**config.mk**
```make
export PLATFORM = sky130hd
export DESIGN_NAME = bus_uart_tx
export DESIGN_NICKNAME = d
export VERILOG_FILES = /design/src/rtl/bus_uart_tx_pkg.sv /design/src/rtl/uart_tx_fifo.sv /design/src/rtl/bus_uart_tx.sv
export SDC_FILE = /design/constraint.sdc
export NUM_CORES = 1
export LEC_CHECK = 0
export BUFFER_PORTS_ARGS = -buffer_cell sky130_fd_sc_hd__clkbuf_2
export CAP_MARGIN = 20
export CORE_ASPECT_RATIO = 1.75
export CORE_MARGIN = 2
export CORE_UTILIZATION = 40
export DETAILED_ROUTE_END_ITERATION = 10
export PLACE_DENSITY_LB_ADDON = 0.3
export SLEW_MARGIN = 25
export SYNTH_ARGS = -nofsm -noshare
export SYNTH_HDL_FRONTEND = slang
export SYNTH_SLANG_ARGS = --single-unit
```
**constraint.sdc**
```tcl
create_clock -name clk -period 3.22 [get_ports clk]
set_input_delay 0.483 -clock clk [delete_from_list [all_inputs] [get_ports clk]]
set_output_delay 0.483 -clock clk [all_outputs]
set_load 0.005 [all_outputs]
```
**src/rtl/bus_uart_tx_pkg.sv**
```systemverilog
// Shared definitions for the bus-mapped UART transmitter: register offsets,
// STATUS bit positions, transmitter state encoding and the STATUS packer.
package bus_uart_tx_pkg;

    localparam logic [1:0] OFF_TXDATA = 2'd0;
    localparam logic [1:0] OFF_STATUS = 2'd1;
    localparam logic [1:0] OFF_BAUD   = 2'd2;
    localparam logic [1:0] OFF_CTRL   = 2'd3;

    localparam int ST_BUSY    = 0;
    localparam int ST_FULL    = 1;
    localparam int ST_EMPTY   = 2;
    localparam int ST_OVF     = 3;
    localparam int ST_CNT_LSB = 4;
    localparam int ST_CNT_W   = 5;

    localparam int CTRL_TX_EN  = 0;
    localparam int CTRL_IRQ_EN = 1;

    typedef enum logic [1:0] {
        IDLE  = 2'd0,
        START = 2'd1,
        DATA  = 2'd2,
        STOP  = 2'd3
    } tx_state_e;

    function automatic logic [31:0] build_status(
        input logic                busy,
        input logic                full,
        input logic                empty,
        input logic                ovf,
        input logic [ST_CNT_W-1:0] cnt
    );
        logic [31:0] s;
        s                             = 32'd0;
        s[ST_BUSY]                    = busy;
        s[ST_FULL]                    = full;
        s[ST_EMPTY]                   = empty;
        s[ST_OVF]                     = ovf;
        s[ST_CNT_LSB +: ST_CNT_W]     = cnt;
        return s;
    endfunction

endpackage

```
**src/rtl/uart_tx_fifo.sv**
```systemverilog
// Synchronous FIFO holding bytes waiting for the serialiser. A push into a
// full FIFO is accepted only when a pop happens in the same cycle.
module uart_tx_fifo #(
    parameter int DEPTH  = 4,
    parameter int DATA_W = 8,
    localparam int PTR_W = $clog2(DEPTH),
    localparam int CNT_W = PTR_W + 1
) (
    input  logic              clk,
    input  logic              rst_n,
    input  logic              i_push,
    input  logic              i_pop,
    input  logic [DATA_W-1:0] i_data,
    output logic [DATA_W-1:0] o_data,
    output logic              o_full,
    output logic              o_empty,
    output logic [CNT_W-1:0]  o_count
);

    logic [DATA_W-1:0] r_mem [DEPTH];
    logic [PTR_W-1:0]  r_wr_ptr;
    logic [PTR_W-1:0]  r_rd_ptr;
    logic [CNT_W-1:0]  r_count;
    logic              w_push_ok;
    logic              w_pop_ok;

    assign o_full    = (r_count == CNT_W'(DEPTH));
    assign o_empty   = (r_count == {CNT_W{1'b0}});
    assign o_count   = r_count;
    assign o_data    = r_mem[r_rd_ptr];
    assign w_pop_ok  = i_pop & ~o_empty;
    assign w_push_ok = i_push & (~o_full | i_pop);

    // Storage array; contents are don't-care until counted valid.
    always_ff @(posedge clk) begin
        if (w_push_ok) begin
            r_mem[r_wr_ptr] <= i_data;
        end
    end

    // Pointers and occupancy.
    always_ff @(posedge clk or negedge rst_n) begin
        if (!rst_n) begin
            r_wr_ptr <= {PTR_W{1'b0}};
            r_rd_ptr <= {PTR_W{1'b0}};
            r_count  <= {CNT_W{1'b0}};
        end else begin
            if (w_push_ok) r_wr_ptr <= r_wr_ptr + PTR_W'(1);
            if (w_pop_ok)  r_rd_ptr <= r_rd_ptr + PTR_W'(1);
            case ({w_push_ok, w_pop_ok})
                2'b10:   r_count <= r_count + CNT_W'(1);
                2'b01:   r_count <= r_count - CNT_W'(1);
                default: r_count <= r_count;
            endcase
        end
    end

endmodule

```
**src/rtl/bus_uart_tx.sv**
```systemverilog
// Memory-mapped 8N1 UART transmitter on the MEM-stage data bus.
// Define BUS_UART_TX_IRQ_EN to build the transmit-complete interrupt.
module bus_uart_tx
    import bus_uart_tx_pkg::*;
#(
    parameter logic [31:0] BASE_ADDR  = 32'h4000_0020,
    parameter int          FIFO_DEPTH = 4,
    parameter logic [15:0] DIV_RESET  = 16'd433
) (
    input  logic        clk,
    input  logic        reset,
    input  logic [31:0] addr,
    input  logic        Mem_rd,
    input  logic        Mem_wr,
    input  logic [31:0] Write_data,
    output logic [31:0] Read_data,
    output logic        uart_txd,
    output logic        irq
);

    localparam int CNT_W = $clog2(FIFO_DEPTH) + 1;

    logic             w_hit;
    logic [1:0]       w_off;
    logic             w_wr_txdata;
    logic             w_wr_status;
    logic             w_wr_baud;
    logic             w_wr_ctrl;
    logic             w_ovf_set;
    logic             w_unused;
    logic             w_irq_en_rd;
    logic [15:0]      r_baud_div;
    logic             r_tx_en;
    logic             r_ovf;
    logic             w_full;
    logic             w_empty;
    logic [CNT_W-1:0] w_count;
    logic [7:0]       w_fifo_dout;
    logic             w_pop;
    tx_state_e        r_state;
    tx_state_e        w_state_next;
    logic [15:0]      r_baud_cnt;
    logic [15:0]      r_div_lat;
    logic [2:0]       r_bit_idx;
    logic [2:0]       w_idx_next;
    logic [7:0]       r_byte;
    logic             r_txd;
    logic             w_txd_next;
    logic             w_bit_done;

    assign w_hit       = (addr[31:4] == BASE_ADDR[31:4]);
    assign w_off       = addr[3:2];
    assign w_wr_txdata = Mem_wr & w_hit & (w_off == OFF_TXDATA);
    assign w_wr_status = Mem_wr & w_hit & (w_off == OFF_STATUS);
    assign w_wr_baud   = Mem_wr & w_hit & (w_off == OFF_BAUD);
    assign w_wr_ctrl   = Mem_wr & w_hit & (w_off == OFF_CTRL);
    assign w_unused    = ^{addr[1:0], Write_data[31:16]};

    assign w_pop      = (r_state == IDLE) & r_tx_en & ~w_empty;
    assign w_ovf_set  = w_wr_txdata & w_full & ~w_pop;
    assign w_bit_done = (r_baud_cnt == r_div_lat);
    assign uart_txd   = r_txd;

    uart_tx_fifo #(.DEPTH(FIFO_DEPTH), .DATA_W(8)) u_fifo (
        .clk     (clk),
        .rst_n   (reset),
        .i_push  (w_wr_txdata),
        .i_pop   (w_pop),
        .i_data  (Write_data[7:0]),
        .o_data  (w_fifo_dout),
        .o_full  (w_full),
        .o_empty (w_empty),
        .o_count (w_count)
    );

    // Software-visible registers; a new overflow beats a same-cycle W1C.
    always_ff @(posedge clk or negedge reset) begin
        if (!reset) begin
            r_baud_div <= DIV_RESET;
            r_tx_en    <= 1'b0;
            r_ovf      <= 1'b0;
        end else begin
            if (w_wr_baud) r_baud_div <= Write_data[15:0];
            if (w_wr_ctrl) r_tx_en    <= Write_data[CTRL_TX_EN];
            if (w_ovf_set) begin
                r_ovf <= 1'b1;
            end else if (w_wr_status && Write_data[ST_OVF]) begin
                r_ovf <= 1'b0;
            end
        end
    end

`ifdef BUS_UART_TX_IRQ_EN
    logic r_irq_en;
    logic r_irq;

    // Interrupt enable and the registered transmit-complete request.
    always_ff @(posedge clk or negedge reset) begin
        if (!reset) begin
            r_irq_en <= 1'b0;
            r_irq    <= 1'b0;
        end else begin
            if (w_wr_ctrl) r_irq_en <= Write_data[CTRL_IRQ_EN];
            r_irq <= r_irq_en & r_tx_en & w_empty & (r_state == IDLE);
        end
    end

    assign w_irq_en_rd = r_irq_en;
    assign irq         = r_irq;
`else
    assign w_irq_en_rd = 1'b0;
    assign irq         = 1'b0;
`endif

    // State register.
    always_ff @(posedge clk or negedge reset) begin
        if (!reset) r_state <= IDLE;
        else        r_state <= w_state_next;
    end

    // Next-state logic.
    always_comb begin
        w_state_next = r_state;
        case (r_state)
            IDLE:    if (w_pop) w_state_next = START; else w_state_next = IDLE;
            START:   if (w_bit_done) w_state_next = DATA; else w_state_next = START;
            DATA:    if (w_bit_done && (r_bit_idx == 3'd7)) w_state_next = STOP;
                     else w_state_next = DATA;
            STOP:    if (w_bit_done) w_state_next = IDLE; else w_state_next = STOP;
            default: w_state_next = IDLE;
        endcase
    end

    // Line level for the next cycle, so the serial output can be a flop.
    always_comb begin
        w_idx_next = r_bit_idx;
        w_txd_next = 1'b1;
        if ((r_state == DATA) && w_bit_done) begin
            w_idx_next = r_bit_idx + 3'd1;
        end else begin
            w_idx_next = r_bit_idx;
        end
        case (w_state_next)
            IDLE:    w_txd_next = 1'b1;
            START:   w_txd_next = 1'b0;
            DATA:    w_txd_next = r_byte[w_idx_next];
            STOP:    w_txd_next = 1'b1;
            default: w_txd_next = 1'b1;
        endcase
    end

    // Baud timing, bit index and per-frame latches of byte and divisor.
    always_ff @(posedge clk or negedge reset) begin
        if (!reset) begin
            r_txd      <= 1'b1;
            r_byte     <= 8'd0;
            r_div_lat  <= 16'd0;
            r_baud_cnt <= 16'd0;
            r_bit_idx  <= 3'd0;
        end else begin
            r_txd <= w_txd_next;
            if (w_pop) begin
                r_byte     <= w_fifo_dout;
                r_div_lat  <= r_baud_div;
                r_baud_cnt <= 16'd0;
                r_bit_idx  <= 3'd0;
            end else if (r_state != IDLE) begin
                if (w_bit_done) begin
                    r_baud_cnt <= 16'd0;
                    r_bit_idx  <= w_idx_next;
                end else begin
                    r_baud_cnt <= r_baud_cnt + 16'd1;
                end
            end
        end
    end

    // Combinational load data so it is valid in the same MEM cycle.
    always_comb begin
        Read_data = 32'd0;
        if (Mem_rd && w_hit) begin
            case (w_off)
                OFF_STATUS: Read_data = build_status(r_state != IDLE, w_full, w_empty,
                                                     r_ovf, ST_CNT_W'(w_count));
                OFF_BAUD:   Read_data = {16'd0, r_baud_div};
                OFF_CTRL:   Read_data = {30'd0, w_irq_en_rd, r_tx_en};
                default:    Read_data = 32'd0;
            endcase
        end else begin
            Read_data = 32'd0;
        end
    end

endmodule

```
# Yosys cells after proc, flatten, opt, wreduce, memory -nomap -nowiden
# Memories as Yosys holds them, arrays and structs flattened. A register that Yosys moved wholly into a read port is not among the register bits.
# Cells that the tools add are included.
# W data, S select, Z words.
# word_totals
memories	1
ram_bits	32
ff_bits	63
inputBits	68
# op_classes
eq_ne	15
n_addsub	6
magnitude_cmp	1
n_mux	22
n_reduce_logical	16
bitwise_logic	15
# mem_list
name	words	word_bits	rd	rd_ports_with_merged_regs	write_ports	line	rtl
u_fifo.r_mem	4	8	1	1	1	uart_tx_fifo.sv:20	logic [DATA_W-1:0] r_mem [DEPTH];
# ops
operator	n
$mux W16	3
$pmux W16 S3	1
$mux W32	1
$eq A28 B27 Y1 const B	1
$add A16 B1 Y16 const B	1
$eq A16 B16 Y1	1
$eq A2 B2 Y1 const B	7
$mux W3	4
$and A1 B1 Y1	11
$reduce_bool A2 Y1	5
$eq A2 B1 Y1 const B	4
$pmux W2 S4	1
$mux W1	7
$add A3 B1 Y3 const B	2
$eq A3 B3 Y1 const B	2
$logic_not A2 Y1	3
$pmux W3 S2	1
$add A2 B1 Y2 const B	2
$logic_and A1 B1 Y1	4
$lt A3 B4 Y1 const B	1
$mux W2	2
$bmux W1 S3	1
$logic_not A3 Y1	1
$not A1 Y1	3
6 further kinds	6

# Longest topological paths before layout
# depth
ltp_word	8
mapped_depth	12
ltp_nobuf	11

# Hierarchy
# Synthesis repeated with hierarchy kept, for this count alone.
# unflattened
cells_unflattened	401
hier_area_um2	5176.2
# modules_own_cells
mod	area_per_inst_um2	n_inst	cells_each	seq_area_each_um2
bus_uart_tx	3588.4	1	321	1609.0
uart_tx_fifo	1587.8	1	80	1136.1

# Worst setup path before layout
# No wires, ideal clock.
# synth_timing
kind	register to register
startpoint	register r_baud_cnt[9]
endpoint	register r_txd, in the netlist uart_txd
arrival_ns	2.455
setup_ns	0.074
stages_incl_launch_ff	12
setup_slack_ns	0.691
cell_sequence	dfrtp_1 xor2_1 nor4_2 and4_4 buf_6 nand2_1 xor2_1 ha_1 nor4b_1 o311ai_0 mux2_4 o22ai_2
# synth_between
elab_chain_cells	7
elab_cells_between_ends	16
# synth_rtl
item	line	rtl
start, declared	bus_uart_tx.sv:42	logic [15:0] r_baud_cnt;
start signal, assigned	bus_uart_tx.sv:172	r_baud_cnt <= r_baud_cnt + 16'd1;
$eq A16 B16 Y1 (*)	bus_uart_tx.sv:61	assign w_bit_done = (r_baud_cnt == r_div_lat);
$logic_and A1 B1 Y1	bus_uart_tx.sv:127	DATA: if (w_bit_done && (r_bit_idx == 3'd7)) w_state_next = STOP;
$mux W1	bus_uart_tx.sv:127	
$pmux W2 S4	bus_uart_tx.sv:124	case (r_state)
$eq A2 B2 Y1 or $logic_not A2 Y1 (tied branches)	bus_uart_tx.sv:143	case (w_state_next)
$reduce_or A2 Y1 (no line)	n/a	
$pmux W1 S3 (*)	bus_uart_tx.sv:143	
via w_txd_next	bus_uart_tx.sv:48	logic w_txd_next;
end signal, assigned	bus_uart_tx.sv:161	r_txd <= w_txd_next;
end, declared	bus_uart_tx.sv:47	logic r_txd;
# The timed path passes the listed nets; every way through them passes the cells marked *. The select of a mux whose other input is x is not followed.
# A chain may end at the register's enable or synchronous reset.

# Worst setup path after layout
# Ends and elaborated chain as after synthesis.

==> results_dict.tcl <==
set metrics [dict create \
    cts_num_sinks 103 \
    synth_edf_count 32 \
    crit_path_start_kind "register" \
    hold_path_class "input pin to async pin" \
    ys.flop_type "dfrtp_1" \
    num_antenna_cells 0 \
    nets 611 \
    max-cap-violations 0 \
    post_cts_buffers 0 \
    crit_slowest_cell "dfrtp_1" \
    maxSlewViolCount 0 \
    track_usage_pct 16.0 \
    grt_max_degree 42 \
    hold_buffers 0 \
    ff2ff_setup_slack_ps 490 \
    fp.dieH_um 154 \
    syn2layout_area_growth_pct 15.3 \
    fin_area_sq_um 5950 \
    syn_inst 459 \
    tritoncts "yes" \
    grt_pass1_wl_um 17800 \
    drtPass1Iterations 4 \
    syn-mean-instance-area_sq_um 11.2 \
    num_rows 54 \
    fmax_mhz 367 \
    status "finished clean" \
    cts_max_level 3 \
    post-route-min-period_ps 2730 \
    drc 0 \
    worst-slew-pin-transition_ps 775 \
    p_leak_uw 0.00283 \
    r2r_start "r_baud_cnt[9]" \
    cp.arrival_ps 3010 \
    first_iter_violations 161 \
    yosysSeqAreaShare_pct 53.2 \
    hold_viol 0 \
    dieArea_sq_um 13900 \
    async_flop_share_pct 68.9 \
    port_buffers 66 \
    cts.clk_slew.worst_paths_ps 80 \
    rsz0062_at_grt "no" \
    vias 3499 \
    ys_warn_count 0 \
    clockRootBuffer "clkbuf_16" \
    insertion_delay_ps 350 \
    io_pins 102 \
    final_cell_mix "nand2_1 (93), clkbuf_2 (65), dfrtp_1 (65), edfxtp_1 (32), nor2_1 (31)" \
    reg2regPathDepth 10 \
    reg2reg_to "uart_txd" \
    ys_seq_elements 103 \
    final_common_cell "nand2_1" \
    cpPeakStageDelay_ps 450 \
    initial_core_util_pct 41.3 \
    grt_pass1_vias 3591 \
    clk_path_buf_depth 2 \
    detail_route.wl_per_cell_um 15.0 \
    crit_path_cell_trace "xor2_1 > nor4_2 > and4_4 > nand2_1 > xor2_1 > ha_1 > nor4b_1 > o311ai_0 > mux2_4 > o22ai_2" \
    viasPerCell 4.96 \
    vdd_drop_max_mv 0.336 \
    finalSetupViolations 0 \
    netlist_area_sq_um 5160 \
    ant_nets 0 \
    ys_types 60 \
    dp_hpwl_um 7980 \
    timing_worst_setup_path_type "register to register" \
    antenna_found_initial 0 \
    core_area_sq_um 12500 \
    grt-ovfl-total 0 \
    cts_buffers 9 \
    drive_gt1_share_pct 26.1 \
    cp_common_cell "xor2_1" \
    fill_cells 1162 \
    power_density_nw_per_um2 423 \
    ctsResizeCount 0 \
    routabilityCongestion 0.817 \
    routed_wirelength_um 10600 \
    crit_required_ps 3510 \
    multiInputGateArea_sq_um 2240 \
    period_share_pct 84.7 \
    crit_fanout 5 \
    postPlaceCellArea_sq_um 5640 \
    relSlewSlack_pct 48.3 \
    seq_area_sq_um 2750 \
    final.setup.tns_ps 0 \
    crit_path_end_kind "register" \
    dieWidth_um 89.8 \
    clock_skew_ps 8.92 \
]
## report_power, final
part	internal (uW)	total, uW	switching (uW)
registers	1350	1350	0.000778
clock network	554	1090	540
logic	26.8	71.1	44.3
total	1930	2510	585
## per-stage QoR
step                hold slack, ps  total power, uW  instances  util (%)  setup WS (ps)
floorplan                      187             1400        475         -            691
global placement               474             1450        689      45.1            500
detailed placement             483             1450        689      45.1            496
CTS                            232             2530        705      47.6            477
global route                   266             2600        705      47.6            248
finish                         196             2510        705      47.6            493
## area by class of cell
class	instances	share of cell area [%]
clock buffer	9	3.79
clock inverter	7	1.37
inverter	10	0.631
multi-input combinational	334	37.7
sequential	103	46.2
tap	168	3.54
timing repair buffer	74	6.78
## cell usage after synthesis, types with 5 or more instances
library cell / number / area share, %
nand2b_1: 5 / 0.61
a22oi_1: 5 / 0.73
dfstp_2: 6 / 3.1
buf_2: 6 / 0.58
a21oi_1: 11 / 1.1
buf_4: 17 / 2.5
inv_1: 9 / 0.65
nor2_1: 31 / 2.3
nand3_1: 11 / 1.1
and3_1: 6 / 0.73
edfxtp_1: 32 / 19
o21ai_0: 10 / 0.97
and2_1: 16 / 1.9
ha_1: 10 / 2.4
dfrtp_1: 65 / 32
nor4_1: 5 / 0.61
mux4_2: 8 / 3.5
xnor2_1: 6 / 1.0
xor2_1: 25 / 4.2
mux2_2: 18 / 3.9
nand2_1: 93 / 6.8
## state kept, by name, summed over array words and instances (netlist names)
| signal | flops |
|---|---|
| u_fifo.r_rd_ptr | 2 |
| u_fifo.o_count | 3 |
| u_fifo.r_mem | 32 |
| r_baud_div | 16 |
| uart_txd | 1 |
| r_baud_cnt | 16 |
| r_ovf | 1 |
| r_tx_en | 1 |
| u_fifo.r_wr_ptr | 2 |
| r_byte | 8 |
| r_div_lat | 16 |
| r_bit_idx | 3 |
| r_state | 2 |
## per-layer routing
metal  GRT usage (%)  vias to the layer above  part of all wire (%)
met5               0                        -                     0
met4            6.59                        0                   2.1
met3            2.83                       17                   3.8
met2            29.1                      102                    54
met1            18.6                     1678                    40
li1                -                     1702                     -
## how the worst max path moves through the flow
stage,end,slack [ps],start
after floorplan,uart_txd,690,r_baud_cnt[9]
after global placement,uart_txd,500,r_baud_cnt[9]
after detailed placement,uart_txd,500,r_baud_cnt[9]
after CTS,uart_txd,480,r_baud_cnt[9]
after global routing,uart_txd,250,r_baud_cnt[9]
final,uart_txd,490,r_baud_cnt[9]
## worst max-delay path, delay by kind of cell (launching register included)
| family | cells | cell delay (ps) |
|---|---|---|
| fa+ha+maj | 1 | 230 |
| simple gates | 4 | 1100 |
| flops | 1 | 450 |
| xor+xnor | 2 | 340 |
| compound gates | 2 | 250 |
| mux | 1 | 290 |
## kinds of logic (layout without fill, tap and decap cells)
group | Yosys count | in the layout | synth area share, %
compound gates | 42 | 42 | 5.60
buf+inv | 38 | 100 | 4.44
simple gates | 201 | 201 | 19.9
other cells | 1 | 17 | 0.0727
flops | 103 | 103 | 53.2
mux | 32 | 32 | 8.71
fa+ha+maj | 11 | 11 | 2.81
xor+xnor | 31 | 31 | 5.26
(Power assumes the default switching activity.)
